==> config.mk <==
export PLATFORM = sky130hd
export DESIGN_NAME = issue_scoreboard_flat
export DESIGN_NICKNAME = d
export VERILOG_FILES = /design/src/rtl/issue_scoreboard_if.sv /design/src/rtl/issue_scoreboard.sv /design/src/flat_wrapper.sv
export SDC_FILE = /design/constraint.sdc
export NUM_CORES = 2
export LEC_CHECK = 0
export BUFFER_PORTS_ARGS = -buffer_cell sky130_fd_sc_hd__buf_2
export CAP_MARGIN = 20
export CORE_MARGIN = 2
export CORE_UTILIZATION = 30
export CTS_BUF_LIST = sky130_fd_sc_hd__clkbuf_16
export CTS_CLUSTER_DIAMETER = 50
export DETAILED_ROUTE_END_ITERATION = 7
export SYNTH_ARGS = -nofsm -noshare
export SYNTH_HDL_FRONTEND = slang
export SYNTH_SLANG_ARGS = --single-unit
==> constraint.sdc <==
create_clock -name clk -period 6.1 [get_ports clk]
set_input_delay 1.525 -clock clk [delete_from_list [all_inputs] [get_ports clk]]
set_output_delay 1.525 -clock clk [all_outputs]
set_load 0.01 [all_outputs]
==> src/rtl/issue_scoreboard_if.sv <==
// Decode-to-scoreboard issue bus.
//   master : decode stage; drives the decoded instruction and flush, observes the decision.
//   slave  : issue_scoreboard; observes the instruction, drives in_ready/issue/stall.
// Signals:
//   in_valid, in_rs_en, in_rs[6:0], in_rt_en, in_rt[6:0], in_rw[1:0], in_rd[5:0],
//   in_wait[4:0], in_stop, flush       decode -> scoreboard
//   in_ready, issue, stall             scoreboard -> decode
interface issue_scoreboard_if;
    logic       in_valid;
    logic       in_rs_en;
    logic [6:0] in_rs;
    logic       in_rt_en;
    logic [6:0] in_rt;
    logic [1:0] in_rw;
    logic [5:0] in_rd;
    logic [4:0] in_wait;
    logic       in_stop;
    logic       flush;
    logic       in_ready;
    logic       issue;
    logic       stall;

    modport master (
        output in_valid, in_rs_en, in_rs, in_rt_en, in_rt, in_rw, in_rd, in_wait, in_stop, flush,
        input  in_ready, issue, stall
    );

    modport slave (
        input  in_valid, in_rs_en, in_rs, in_rt_en, in_rt, in_rw, in_rd, in_wait, in_stop, flush,
        output in_ready, issue, stall
    );
endinterface

==> src/rtl/issue_scoreboard.sv <==
// Register-scoreboard issue controller between decode and execute.
// Tracks, per architectural register (64 GPR + 64 FPR, tag = {is_fpr, index}), the number of
// cycles until its pending result reaches the forwarding bus, plus occupancy of the single
// iterative unit (divide / inverse / sqrt). Decides combinationally whether the decoded
// instruction may issue.
// Ports:
//   clk      clock, all state updates on posedge
//   rst      synchronous active-high reset
//   dec      issue bus (slave side): decoded instruction in, in_ready/issue/stall out
//   lu_done  iterative unit result is on the forwarding bus this cycle
//   halted   sticky, set once a stop instruction has issued
//   idle     no pending counters and iterative unit free
module issue_scoreboard (
    input  logic                  clk,
    input  logic                  rst,
    issue_scoreboard_if.slave     dec,
    input  logic                  lu_done,
    output logic                  halted,
    output logic                  idle
);

    localparam int unsigned NumRegs  = 128;
    localparam logic [4:0]  LongWait = 5'd31;

    logic [4:0] cnt_q [NumRegs];
    logic [4:0] cnt_d [NumRegs];
    logic       long_busy_q, long_busy_d;
    logic [6:0] long_tag_q, long_tag_d;
    logic       halted_q, halted_d;

    logic       has_dest;
    logic [6:0] dest_tag;
    logic       raw_ok, waw_ok, struct_ok;
    logic       ready;
    logic       is_long;
    logic       lu_clr;
    logic       pending;

    // Encoding 2'b11 of in_rw is treated as "no destination".
    assign has_dest = (dec.in_rw == 2'b01) || (dec.in_rw == 2'b10);
    assign dest_tag = {dec.in_rw == 2'b10, dec.in_rd};
    assign is_long  = (dec.in_wait == LongWait);

    assign raw_ok    = (!dec.in_rs_en || (cnt_q[dec.in_rs] == 5'd0)) &&
                       (!dec.in_rt_en || (cnt_q[dec.in_rt] == 5'd0));
    assign waw_ok    = !has_dest || (cnt_q[dest_tag] == 5'd0);
    // Uses the pre-edge busy flag, so a long op offered in the lu_done cycle waits one cycle.
    assign struct_ok = !is_long || !long_busy_q;

    assign ready = dec.in_valid && !rst && !halted_q && !dec.flush && raw_ok && waw_ok &&
                   struct_ok;

    assign dec.in_ready = ready;
    assign dec.issue    = dec.in_valid && ready;
    assign dec.stall    = dec.in_valid && !ready && !halted_q && !dec.flush;

    assign lu_clr = lu_done && long_busy_q;

    always_comb begin
        for (int i = 0; i < NumRegs; i++) begin
            cnt_d[i] = cnt_q[i];
            // The long-op counter parks at 31 until lu_done clears it.
            if ((cnt_q[i] != 5'd0) &&
                !((cnt_q[i] == LongWait) && long_busy_q && (long_tag_q == 7'(i)))) begin
                cnt_d[i] = cnt_q[i] - 5'd1;
            end
            if (lu_clr && (long_tag_q == 7'(i))) begin
                cnt_d[i] = 5'd0;
            end
            // An issuing write to the same tag wins over the lu_done clear.
            if (ready && has_dest && (dec.in_wait != 5'd0) && (dest_tag == 7'(i))) begin
                cnt_d[i] = dec.in_wait;
            end
        end
    end

    always_comb begin
        long_busy_d = long_busy_q;
        long_tag_d  = long_tag_q;
        halted_d    = halted_q;
        if (lu_clr) begin
            long_busy_d = 1'b0;
        end
        if (ready && is_long) begin
            long_busy_d = 1'b1;
            if (has_dest) begin
                long_tag_d = dest_tag;
            end
        end
        if (ready && dec.in_stop) begin
            halted_d = 1'b1;
        end
    end

    always_comb begin
        pending = 1'b0;
        for (int i = 0; i < NumRegs; i++) begin
            pending = pending | (cnt_q[i] != 5'd0);
        end
    end

    assign idle   = !long_busy_q && !pending;
    assign halted = halted_q;

    always_ff @(posedge clk) begin
        if (rst) begin
            cnt_q       <= '{default: 5'd0};
            long_busy_q <= 1'b0;
            long_tag_q  <= 7'd0;
            halted_q    <= 1'b0;
        end else begin
            cnt_q       <= cnt_d;
            long_busy_q <= long_busy_d;
            long_tag_q  <= long_tag_d;
            halted_q    <= halted_d;
        end
    end

endmodule

==> src/flat_wrapper.sv <==
// flat-port wrapper written by rule: the top's interface ports become plain ports
module issue_scoreboard_flat 
  (clk, rst, lu_done, halted, idle, dec_in_valid, dec_in_rs_en, dec_in_rs, dec_in_rt_en, dec_in_rt, dec_in_rw, dec_in_rd, dec_in_wait, dec_in_stop, dec_flush, dec_in_ready, dec_issue, dec_stall);
  issue_scoreboard_if dec_i ();
  input  logic clk;
  input  logic rst;
  input  logic lu_done;
  output logic halted;
  output logic idle;
  input wire logic [$bits(dec_i.in_valid)-1:0] dec_in_valid;
  input wire logic [$bits(dec_i.in_rs_en)-1:0] dec_in_rs_en;
  input wire logic [$bits(dec_i.in_rs)-1:0] dec_in_rs;
  input wire logic [$bits(dec_i.in_rt_en)-1:0] dec_in_rt_en;
  input wire logic [$bits(dec_i.in_rt)-1:0] dec_in_rt;
  input wire logic [$bits(dec_i.in_rw)-1:0] dec_in_rw;
  input wire logic [$bits(dec_i.in_rd)-1:0] dec_in_rd;
  input wire logic [$bits(dec_i.in_wait)-1:0] dec_in_wait;
  input wire logic [$bits(dec_i.in_stop)-1:0] dec_in_stop;
  input wire logic [$bits(dec_i.flush)-1:0] dec_flush;
  output wire logic [$bits(dec_i.in_ready)-1:0] dec_in_ready;
  output wire logic [$bits(dec_i.issue)-1:0] dec_issue;
  output wire logic [$bits(dec_i.stall)-1:0] dec_stall;
  assign dec_i.in_valid = dec_in_valid;
  assign dec_i.in_rs_en = dec_in_rs_en;
  assign dec_i.in_rs = dec_in_rs;
  assign dec_i.in_rt_en = dec_in_rt_en;
  assign dec_i.in_rt = dec_in_rt;
  assign dec_i.in_rw = dec_in_rw;
  assign dec_i.in_rd = dec_in_rd;
  assign dec_i.in_wait = dec_in_wait;
  assign dec_i.in_stop = dec_in_stop;
  assign dec_i.flush = dec_flush;
  assign dec_in_ready = dec_i.in_ready;
  assign dec_issue = dec_i.issue;
  assign dec_stall = dec_i.stall;
  issue_scoreboard u_core (.clk(clk), .rst(rst), .dec(dec_i), .lu_done(lu_done), .halted(halted), .idle(idle));
endmodule
==> flow_summary.ini <==
[run_status]
outcome = finished with violations
violations = design-rule violations, negative setup slack

[global_route]
track_usage = 0.277
gr-usage-met2 = 0.389
grt_max_degree = 129
antenna_found_initial = 37
use_met3 = 0.103
met1_usage = 0.332
first_global_vias = 51400
globalRoute.totalOverflow = 0
grt_pass1_wl_um = 373000
busiest_layer = met2

[yosys]
synth_area_leader_cell = dfxtp_1
synth_async_sr_flop_share = 0
synth-seq-cells = 649
seq_area_frac_synth = 0.241
syn_area_um2 = 54000
synth_cell_types = 90
netlist_instances = 6614
synth_edf_count = 0
avgSynthCellArea_um2 = 8.17
ys_warn_count = 0
synth.most_common_cell = nand2_1
yosys-top-cells-area = dfxtp_1 (24%), mux2i_1 (12%), ha_1 (8.9%), xnor2_1 (5.0%), nor3_1 (4.8%)
syn_nets = 7034
synth_flop_cell = dfxtp_1
synth_common_cells = nand2_1 (664), mux2i_1 (661), nor2_1 (654), dfxtp_1 (649), nor3_1 (516)
synth_top_area_frac = 0.241

[timing]
finalCritPeriodShare = 1.00
setup_tns_ns = -0.0568
slew_violations = 0
fmax_ghz = 0.163
worst_pin_slew_ns = 1.34
hold_violations = 0
setup_violations = 3
slew_headroom = 0.0983
fin_hold_ws_ns = 0.525
layout_setup_ws_ns = -0.0226
finalCriticalPeriod_ns = 6.12
skew_ns = 0.0468

[cells_and_area]
final_cells = 9246
regArea_um2 = 13000
nFillCells = 18300
drive_gt1_frac = 0.124
synthToLayoutAreaGrowth_pct = 16.1
nets = 7185
fin_util = 0.351
fin_area_um2 = 62700
multi_input_area_um2 = 38400

[placement]
placed_area_um2 = 58600
place_inst = 8997
pre_cts_ws_ns = -0.392
dp.final_hpwl_um = 189000
place_congestion = 1.07
place.port_buffers = 39

[floorplanning]
die_h_um = 428
num_rows = 155
core_um2 = 179000
start_util = 0.302
die_x_um = 428
dieArea_um2 = 183000
ios = 40

[drt]
drc = 15
viasPerCell = 6.11
wl_per_cell_um = 28.7
vias = 56500
ant_nets = 0
dr.pass1.iters = 8
routed_wl_um = 265000
drt_iter0_drc = 7580

[pwr]
pwr-share-comb = 0.533
p_leak_nw = 27.0
internal_power_mw = 17.6
vdd_drop_max_mv = 0.322
powerDensity_nw_per_um2 = 548
total_power_mw = 34.4
p_sw_mw = 16.7
pwr-share-clk = 0.190
switching_share = 0.487
seqPwrFrac = 0.276

[clock_network]
cts_max_level = 3
clock_latency_ns = 0.79
cts_tree = yes
clock_path_buffers = 3
clkSinkCount = 649
cts_root_buf = clkbuf_16
path_clk_slew_ns = 0.05
cts_buffers = 112

[worst_setup_path]
start_kind = input port
crit_arrival_ns = 4.60
critPathCaptureType = output port
critPathKind = input port to output port
critPathRequiredTime_ns = 4.58
worstPathMaxFanout = 14

[hold_path]
min_path_type = register to register

[flow_run]
maxCapViolCount = 0
## layout make-up
| type | count | area share |
|---|---|---|
| repair buffers | 352 | 0.0515 |
| well taps | 2355 | 0.0470 |
| clock buffers | 113 | 0.0451 |
| flip-flops and latches | 649 | 0.207 |
| multi-input cells | 5301 | 0.612 |
| clock inverters | 97 | 0.0152 |
| diodes | 30 | 0.00120 |
| inverters | 349 | 0.0209 |
## worst paths after layout
path	to	cells after the start	startpoint	slack (ns)
max	dec_issue	11	dec_in_rt[0]	-0.02
min	u_core.halted$_SDFFE_PP0P_	2	u_core.halted$_SDFFE_PP0P_	0.53
max reg2reg	u_core.cnt_q[398]$_SDFFE_PP0P_	11	u_core.cnt_q[129]$_SDFFE_PP0P_	1.49
min reg2reg	u_core.halted$_SDFFE_PP0P_	2	u_core.halted$_SDFFE_PP0P_	0.53
## power by group through the flow
stage	Clock, mW	Combinational [mW]	Sequential (mW)
final	6.54	18.3	9.49
after floorplan	0	13.0	7.93
after detailed placement	0	17.6	9.28
after CTS	6.61	17.7	9.22
after global placement	0	17.2	9.30
after global routing	6.77	19.9	9.63
## layout by cell type, fill, tap and decap left out, types with 18 or more instances in the layout
cell type	Yosys	layout
nor2b_1	38	36
mux2i_1	661	661
a21oi_1	233	232
nor2_1	654	643
buf_2	58	30
nor4b_1	59	45
nand3_4	121	121
o211ai_1	176	176
xnor2_1	308	308
diode_2	0	30
inv_1	346	361
o21ai_0	361	361
mux4_2	86	86
clkinv_1	1	18
buf_12	23	44
nand2_1	664	657
buf_4	14	263
a31oi_1	31	30
ha_1	385	385
dfxtp_1	649	649
clkbuf_16	0	113
a311oi_1	23	22
a211oi_1	57	57
nor4_1	95	94
nand4_1	226	226
nor3_1	516	506
nand3b_1	19	19
and2_1	109	109
nand3_1	113	109
nand2b_1	85	79
## registers in the layout (all words and copies together), names as in the netlist
name,cells
u_core.long_busy_q,1
u_core.long_tag_q,7
u_core.halted,1
u_core.cnt_q,640
## worst max-delay path, cell delays in order
cell	delay, ns
buf_4	0.33
mux4_2	0.56
a2111oi_0	0.56
o21bai_1	0.19
o21ai_2	0.29
a41oi_2	0.21
a211oi_2	0.36
o21ai_4	0.19
buf_12	0.20
inv_1	0.05
buf_2	0.12
## timing repair
action | in CTS | in global routing
pin swaps | 1 | 5
resized for setup | 10 | 19
buffers inserted | 1 | 1
hold buffers | 0 | 0
setup endpoints to repair | 3 | 3
## routing by layer
metal | vias to the layer above | wire length [µm]
met1 | 27000 | 99100
met3 | 1117 | 34400
met4 | 40 | 25000
li1 | 24200 | -
met2 | 4111 | 107000
met5 | - | 279
## cells by family (layout without fill, tap and decap cells)
logic type,after synthesis,in the layout,share of synthesized area
compound gates,1060,1060,0.124
xor+xnor,318,318,0.0516
fa+ha+maj,385,385,0.0892
buf+inv,664,911,0.0565
flops,649,649,0.241
mux,762,762,0.162
other cells,0,30,0
simple gates,2776,2776,0.277
Power figures use the tool's default switching activity.
